==> src/rtl/mesh_pkg.sv <==
// Shared definitions for the mesh terminal path: default sizes, packet
// typedefs and the packet field layout used by the mesh and the test agents.
//
// Packet layout (MSB first): dst_row | dst_col | mode | payload
package mesh_pkg;

    localparam int unsigned PCKG_SZ = 40;
    localparam int unsigned NTRMS   = 16;

    typedef logic [PCKG_SZ-1:0]  pckg_t;
    typedef pckg_t [NTRMS-1:0]   pckg_arr_t;

    // Packet field layout
    localparam int unsigned ROW_W    = 4;
    localparam int unsigned COL_W    = 4;
    localparam int unsigned MODE_W   = 1;
    localparam int unsigned PYLD_W   = PCKG_SZ - ROW_W - COL_W - MODE_W;
    localparam int unsigned PYLD_LSB = 0;
    localparam int unsigned MODE_LSB = PYLD_LSB + PYLD_W;
    localparam int unsigned COL_LSB  = MODE_LSB + MODE_W;
    localparam int unsigned ROW_LSB  = COL_LSB + COL_W;

    function automatic pckg_t mk_pckg(
        input logic [ROW_W-1:0]  row,
        input logic [COL_W-1:0]  col,
        input logic              mode,
        input logic [PYLD_W-1:0] pyld
    );
        return {row, col, mode, pyld};
    endfunction

endpackage

==> src/rtl/mesh_chnl_fifo.sv <==
// Single-channel first-word-fall-through FIFO feeding one mesh terminal.
// Carries the push/pop handshake, full/almost-full flags and a sticky drop
// flag for pushes discarded while full.
//
// Ports:
//   clk, reset (async, active-low)
//   push, data_in     : write strobe and packet from the agent
//   popin             : mesh consumes the head
//   clr_drop          : clears the sticky drop flag
//   data_out, pndng   : head packet and head-valid toward the mesh
//   full, afull, drop : occupancy flags and sticky overflow flag
module mesh_chnl_fifo #(
    parameter int unsigned PCKG_SZ  = mesh_pkg::PCKG_SZ,
    parameter int unsigned DEPTH    = 4,
    parameter int unsigned AFULL_TH = 3
) (
    input  logic               clk,
    input  logic               reset,
    input  logic               push,
    input  logic [PCKG_SZ-1:0] data_in,
    input  logic               popin,
    input  logic               clr_drop,
    output logic [PCKG_SZ-1:0] data_out,
    output logic               pndng,
    output logic               full,
    output logic               afull,
    output logic               drop
);

    localparam int unsigned PW = (DEPTH > 1) ? $clog2(DEPTH) : 1;
    localparam int unsigned CW = $clog2(DEPTH + 1);

    logic [PCKG_SZ-1:0] ram [DEPTH];
    logic [PW-1:0]      rd_ptr;
    logic [PW-1:0]      wr_ptr;
    logic [CW-1:0]      count;
    logic               drop_q;
    logic               pop_ok;
    logic               push_ok;

    // Pointers wrap explicitly so DEPTH need not be a power of two.
    function automatic logic [PW-1:0] ptr_next(input logic [PW-1:0] p);
        return (p == PW'(DEPTH - 1)) ? '0 : p + PW'(1);
    endfunction

    assign pndng    = (count != '0);
    assign full     = (count == CW'(DEPTH));
    assign afull    = (count >= CW'(AFULL_TH));
    assign data_out = ram[rd_ptr];
    assign drop     = drop_q;

    // Pop is gated by pndng, so push+pop on an empty channel is a plain push.
    // A same-cycle pop frees the slot a push into a full channel needs.
    assign pop_ok  = popin && pndng;
    assign push_ok = push && (!full || pop_ok);

    always_ff @(posedge clk or negedge reset) begin
        if (!reset) begin
            for (int unsigned i = 0; i < DEPTH; i++) begin
                ram[i] <= '0;
            end
            rd_ptr <= '0;
            wr_ptr <= '0;
            count  <= '0;
            drop_q <= 1'b0;
        end else begin
            if (push_ok) begin
                ram[wr_ptr] <= data_in;
                wr_ptr      <= ptr_next(wr_ptr);
            end
            if (pop_ok) begin
                rd_ptr <= ptr_next(rd_ptr);
            end
            if (push_ok && !pop_ok) begin
                count <= count + CW'(1);
            end else if (!push_ok && pop_ok) begin
                count <= count - CW'(1);
            end
            // Set has priority over clear.
            if (push && !push_ok) begin
                drop_q <= 1'b1;
            end else if (clr_drop) begin
                drop_q <= 1'b0;
            end
        end
    end

endmodule

==> src/rtl/mesh_term_buffer.sv <==
// Per-terminal ingress buffer bank between the test agents and the
// mesh_gnrtr terminal inputs: NTRMS independent FIFOs, each drained through
// the pndng_i_in / data_out_i_in / popin handshake.
//
// Ports (all per channel, index = terminal):
//   clk, reset (async, active-low)
//   push, data_in         : agent write strobe and packet
//   data_out_i_in         : head packet presented to the mesh terminal
//   pndng_i_in            : channel non-empty
//   popin                 : mesh consumes the head
//   full, afull           : occupancy == DEPTH, occupancy >= AFULL_TH
//   drop, clr_drop        : sticky discarded-push flag and its clear
module mesh_term_buffer #(
    parameter int unsigned NTRMS    = mesh_pkg::NTRMS,
    parameter int unsigned PCKG_SZ  = mesh_pkg::PCKG_SZ,
    parameter int unsigned DEPTH    = 4,
    parameter int unsigned AFULL_TH = 3
) (
    input  logic                            clk,
    input  logic                            reset,
    input  logic [NTRMS-1:0]                push,
    input  logic [NTRMS-1:0][PCKG_SZ-1:0]   data_in,
    output logic [NTRMS-1:0][PCKG_SZ-1:0]   data_out_i_in,
    output logic [NTRMS-1:0]                pndng_i_in,
    input  logic [NTRMS-1:0]                popin,
    output logic [NTRMS-1:0]                full,
    output logic [NTRMS-1:0]                afull,
    output logic [NTRMS-1:0]                drop,
    input  logic [NTRMS-1:0]                clr_drop
);

    for (genvar g = 0; g < int'(NTRMS); g++) begin : g_chnl
        mesh_chnl_fifo #(
            .PCKG_SZ  (PCKG_SZ),
            .DEPTH    (DEPTH),
            .AFULL_TH (AFULL_TH)
        ) u_fifo (
            .clk      (clk),
            .reset    (reset),
            .push     (push[g]),
            .data_in  (data_in[g]),
            .popin    (popin[g]),
            .clr_drop (clr_drop[g]),
            .data_out (data_out_i_in[g]),
            .pndng    (pndng_i_in[g]),
            .full     (full[g]),
            .afull    (afull[g]),
            .drop     (drop[g])
        );
    end

endmodule

==> config.mk <==
export PLATFORM = sky130hd
export DESIGN_NAME = mesh_term_buffer
export DESIGN_NICKNAME = d
export VERILOG_FILES = /design/src/rtl/mesh_pkg.sv /design/src/rtl/mesh_chnl_fifo.sv /design/src/rtl/mesh_term_buffer.sv
export SDC_FILE = /design/constraint.sdc
export NUM_CORES = 2
export LEC_CHECK = 0
export BUFFER_PORTS_ARGS = -buffer_cell sky130_fd_sc_hd__buf_4
export CORE_MARGIN = 2
export CORE_UTILIZATION = 30
export DETAILED_ROUTE_END_ITERATION = 10
export GPL_TIMING_DRIVEN = 1
export PLACE_DENSITY = 0.58
export SETUP_SLACK_MARGIN = 0.2
export SYNTH_ARGS = -nofsm -noshare
export SYNTH_HDL_FRONTEND = slang
export SYNTH_HIERARCHICAL = 1
export SYNTH_SLANG_ARGS = --single-unit
==> constraint.sdc <==
create_clock -name clk -period 1.9 [get_ports clk]
set_input_delay 0 -clock clk [delete_from_list [all_inputs] [get_ports clk]]
set_output_delay 0 -clock clk [all_outputs]
set_load 0.01 [all_outputs]
======== After elaboration in Yosys (flattened, before gate mapping) ========
Index checks and enable logic that the tools add are counted.
word-level totals
  flip-flop bits (word level) ............. 2688
  input bits .............................. 690
  output and inout port bits .............. 704
  logic and storage cells ................. 736
cells by class
  add/sub/neg operators ................... 64
  order comparisons ....................... 64
  eq/ne operators ......................... 48
  muxes and demuxes ....................... 192
  bitwise logic cells ..................... 32
  reduce and logical (&&, ||, !) cells .... 208
operators by type and width
  kind                 number
  $bwmux 160           16
  $mux 40              48
  $bmux 40 s2          16
  $demux 40 s2         16
  $ge 3x3->1 const B   32
  $logic_and 1x1->1    96
  $mux 3               32
  $not 2->3            32
  $add 2x1->2 const B  32
  $eq 2x2->1 const B   32
  $mux 2               32
  $reduce_bool 2->1    32
  $add 3x1->3 const B  16
  $eq 3x3->1 const B   16
  $ge 3x2->1 const B   16
  $logic_not 1->1      48
  $lt 3x1->1 const B   16
  $reduce_bool 3->1    16
  $sub 3x1->3 const B  16
  $mux 1               32
  $logic_or 1x1->1     16

======== Logic depth before layout (Yosys ltp) ========
  depth in word-level cells ............... 8
  mapped depth ............................ 8
  mapped depth without buffers ............ 8

======== By module ========
The synthesis kept the hierarchy.
by module, submodules not included
  module                                  times used  cells an instance  area an instance (um^2)  seq. area each (um^2)
  mesh_chnl_fifo at g_chnl[0].u_fifo ...  15          432                7438.4                   4204.0
  mesh_chnl_fifo at g_chnl[9].u_fifo      1           432                7437.1                   4204.0

======== Worst setup path before layout ========
OpenSTA, ideal clock, no wires.
  path kind ............................... register -> register
  start ................................... reg g_chnl[9].u_fifo.count[0]
  end ..................................... reg g_chnl[9].u_fifo.count[2]
  library setup time ...................... 0.079 ns
  arrival time ............................ 2.122 ns
  required time ........................... 1.821 ns
  setup slack ............................. -0.302 ns
  cell stages (with the launch flop) ...... 9
  buffers on the path ..................... 0
  period minus slack after synthesis ...... 2.202 ns
  cell sequence ........................... dfrtp_1 or3_2 nand2_1 ha_1 inv_1 fa_1 xor2_1 nor2_1 xor2_1
between the ends
  word-level cells in the longest chain between the ends .. 7
  elaborated cells on any way between the ends .. 15
  those cells by class .................... 2 x add/sub; 1 x eq/ne; 2 x mux; 10 x reduce/logical
ends and longest elaborated chain
  element                             RTL line                RTL
  from (decl)                         mesh_chnl_fifo.sv:36    logic [CW-1:0] count;
  from (signal assigned)              mesh_chnl_fifo.sv:75    count <= count + CW'(1);
  from (signal assigned)              mesh_chnl_fifo.sv:77    count <= count - CW'(1);
  $reduce_bool 3->1 (*)               mesh_chnl_fifo.sv:46    assign pndng = (count != '0);
  via pndng_i_in[9]                   mesh_term_buffer.sv:24  output logic [NTRMS-1:0] pndng_i_in,
  $logic_and 1x1->1 (*)               mesh_chnl_fifo.sv:54    assign pop_ok = popin && pndng;
  $logic_or 1x1->1                    mesh_chnl_fifo.sv:55    assign push_ok = push && (!full || pop_ok);
  $logic_and 1x1->1                   mesh_chnl_fifo.sv:55
  $logic_not 1->1                     mesh_chnl_fifo.sv:76    end else if (!push_ok && pop_ok) begin
  $logic_and 1x1->1                   mesh_chnl_fifo.sv:76
  $reduce_bool 2->1 (no source line)  n/a
Mark *: on every way through the listed nets, which the timed path passes. The rest lies on a longest branch. The select of a mux whose other input is x is not followed.
A chain may end at the register's enable or synchronous reset.

==> impl_metrics.json <==
{
  "clk_pin_slew_worst_paths_ns": 0.06,
  "synth_area_leaders": "dfrtp_1, mux2_2, mux4_2",
  "period_minus_slack_ns": 2.42,
  "final_net_count": 11100,
  "synth_edf_count": 0,
  "cap_viol_max_count": 0,
  "die_w_um": 634,
  "vias_per_cell": 4.77,
  "r2r_end": "g_chnl[4].u_fifo/count[1]",
  "grt_pass1_vias": 84500,
  "finalSetupViolCount": 704,
  "vias": 75600,
  "drt_iter0_drc": 3250,
  "async_flop_share_pct": 100,
  "cp_max_fo": 7,
  "syn_area_um2": 119000,
  "p_sw_uw": 110000,
  "yosysMostFrequentCell": "dfrtp_1",
  "critical_path_class": "register to output pin",
  "yosysTopAreaCellShare_pct": 56.5,
  "worstSetupStartpointType": "register",
  "synth_top_area_cell": "dfrtp_1",
  "rr_worst_depth": 7,
  "rsz0062_at_grt": "true",
  "pwr-share-comb_pct": 49.9,
  "synth.distinct_cells": 20,
  "fin_util_pct": 43.2,
  "ios": 1394,
  "wirelength_um": 385000,
  "initial_utilization_pct": 30.1,
  "dieHeight_um": 634,
  "wl_per_cell_um": 24.3,
  "cts_tree": "done",
  "drt_pass1_iterations": 7,
  "ys_seq_elements": 2688,
  "place_hpwl_um": 259000,
  "row_count": 231,
  "hold_viol_final": 0,
  "power.density_nw_per_um2": 1920,
  "syn_nets": 7714,
  "core_um2": 395000,
  "min_path_type": "input port to asynchronous set/reset pin",
  "ys_seq_area_share_pct": 56.5,
  "synth_top_flop_cell": "dfrtp_1",
  "swShare_pct": 33.5,
  "p_seq_share_pct": 31.4,
  "worst_pin_slew_ns": 0.714,
  "internal_power_uw": 218000,
  "cp.required_ns": 1.90,
  "grt_pass1_wl_um": 554000,
  "ys_top_cells_by_count": "dfrtp_1, mux2_2, mux4_2",
  "syn_inst": 6912,
  "grt_max_degree": 115,
  "place_ws_ns": -0.167,
  "grt_overflow_total": 0,
  "critPathArrivalTime_ns": 2.42,
  "rrSetupSlack_ns": -0.21,
  "cts_root_buf": "clkbuf_16",
  "cts_max_path_buffers": 4,
  "worstReg2RegStart": "g_chnl[4].u_fifo/count[1]",
  "die-area_um2": 402000,
  "clock.fmax_mhz": 413,
  "antenna_found_initial": 106,
  "grt_use_total_pct": 18.1,
  "h-tree-depth": 5,
  "cts-buffers-inserted": 313,
  "synth.avg_cell_area_um2": 17.2,
  "fillers": 35000,
  "syn_to_final_growth_pct": 43.5,
  "violations": "negative setup slack",
  "maxSlewHeadroom_pct": 52.4,
  "fin_skew_ns": 0.0409,
  "finalCritPeriodShare_pct": 127,
  "clock_power_share_pct": 18.7,
  "place_congestion": 0.827,
  "cts.sinks": 2688,
  "status": "finished with violations",
  "port_buffers": 1393,
  "end_kind": "output pin",
  "ant_nets": 0,
  "drive_above_1_share_pct": 58.5,
  "p_leak_uw": 0.0718,
  "yosysWarnings": 6,
  "drc": 0,
  "clock_latency_ns": 0.91,
  "maxSlewViolCount": 0,
  "ir_drop_mv": 1.06,
  "setup_slack_ns": -0.518
}
-- critical path: stages (launching register included) --
cell	delay, ns
dfrtp_4	0.56
buf_6	0.15
buf_8	0.13
mux4_2	0.54
buf_6	0.14
-- area by class of cell --
cell class | instances | area, um^2 | share of cell area (%)
diodes | 56 | 140 | 0.0820
flip-flops and latches | 2688 | 67400 | 39.4
clock buffers | 461 | 9180 | 5.38
repair buffers | 3493 | 36900 | 21.6
multi-input cells | 3728 | 49000 | 28.7
well taps | 5242 | 6560 | 3.84
inverters | 80 | 305 | 0.179
clock inverters | 100 | 1330 | 0.776
-- worst max-delay path by stage --
stage                               start                         to  slack, ns  cells past startpoint
2_1_floorplan   g_chnl[2].u_fifo/count[0]  g_chnl[2].u_fifo/count[1]      -0.12                      6
3_3_place_gp    g_chnl[2].u_fifo/count[1]  g_chnl[2].u_fifo/count[2]      -0.12                      8
3_5_place_dp    g_chnl[3].u_fifo/count[1]  g_chnl[3].u_fifo/count[1]      -0.17                      7
4_1_cts        g_chnl[3].u_fifo/rd_ptr[0]         data_out_i_in[121]      -0.65                      3
5_1_grt        g_chnl[1].u_fifo/rd_ptr[0]          data_out_i_in[70]      -0.62                      4
6_report       g_chnl[0].u_fifo/rd_ptr[0]          data_out_i_in[25]      -0.52                      4
-- repair_timing --
action,4_1_cts,5_1_grt
gates cloned,30,62
resized for setup,309,621
pin swaps,0,119
hold endpoints to repair,5332,0
buffers inserted,59,140
hold buffers,1355,0
endpoints found under the setup margin,1228,2421
-- power by group through the flow --
stage | clock (uW) | sequential [uW] | combinational (uW)
after floorplan | 0 | 97500 | 83200
after global placement | 0 | 101000 | 137000
after detailed placement | 0 | 104000 | 140000
after CTS | 63300 | 103000 | 152000
final | 61400 | 103000 | 164000
after global routing | 65700 | 107000 | 172000
-- per-stage QoR --
| stage | TNS, ns | power [uW] | instances | cell area [um^2] | hold WS (ns) |
|---|---|---|---|---|---|
| floorplan | -3.75 | 181000 | 6912 | 119000 | -0.296 |
| global placement | -1.92 | 238000 | 13600 | 139000 | -0.0187 |
| detailed placement | -3.66 | 244000 | 13600 | 139000 | -0.0206 |
| CTS | -366.65 | 318000 | 15600 | 166000 | 0.00166 |
| global route | -356.55 | 345000 | 15800 | 171000 | 0.0268 |
| finish | -275.57 | 329000 | 15800 | 171000 | 0.0369 |
-- cells in the final DEF (no fill, tap or decap), types with 64 or more instances in the layout --
cell / n
clkbuf_1: 73
buf_12: 218
buf_6: 719
mux4_2: 640
nor2_4: 64
buf_4: 1087
clkbuf_16: 370
dlygate4sd3_1: 1355
mux2_2: 2619
nand2_1: 64
dfrtp_1: 2631
ha_1: 80
clkbuf_8: 71
-- flip-flops by register name, summed over array words and instances, names as in the netlist --
register	flops
g_chnl.u_fifo/ram	2560
g_chnl.u_fifo/count	48
g_chnl.u_fifo/rd_ptr	32
g_chnl.u_fifo/wr_ptr	32
g_chnl.u_fifo/drop	16
-- cells by family (layout without fill, tap and decap cells) --
logic type	count (synthesis)	in the layout	synth area share [%]
buf+inv	496	4134	3.26
fa+ha+maj	112	112	1.28
compound gates	32	32	0.252
other cells	0	56	0
simple gates	256	256	1.24
xor+xnor	48	48	0.353
flops	2688	2688	56.5
mux	3280	3280	37.1
-- layer usage --
metal / up-vias / global-route usage, % / part of all wire [%]
li1: 32500 / - / -
met1: 40300 / 20.7 / 38
met2: 1850 / 31.1 / 50
met3: 890 / 4.52 / 5.7
met4: 34 / 10.2 / 6.4
met5: - / 0 / 0.055
Note: power is estimated with default switching activity, not from simulation.
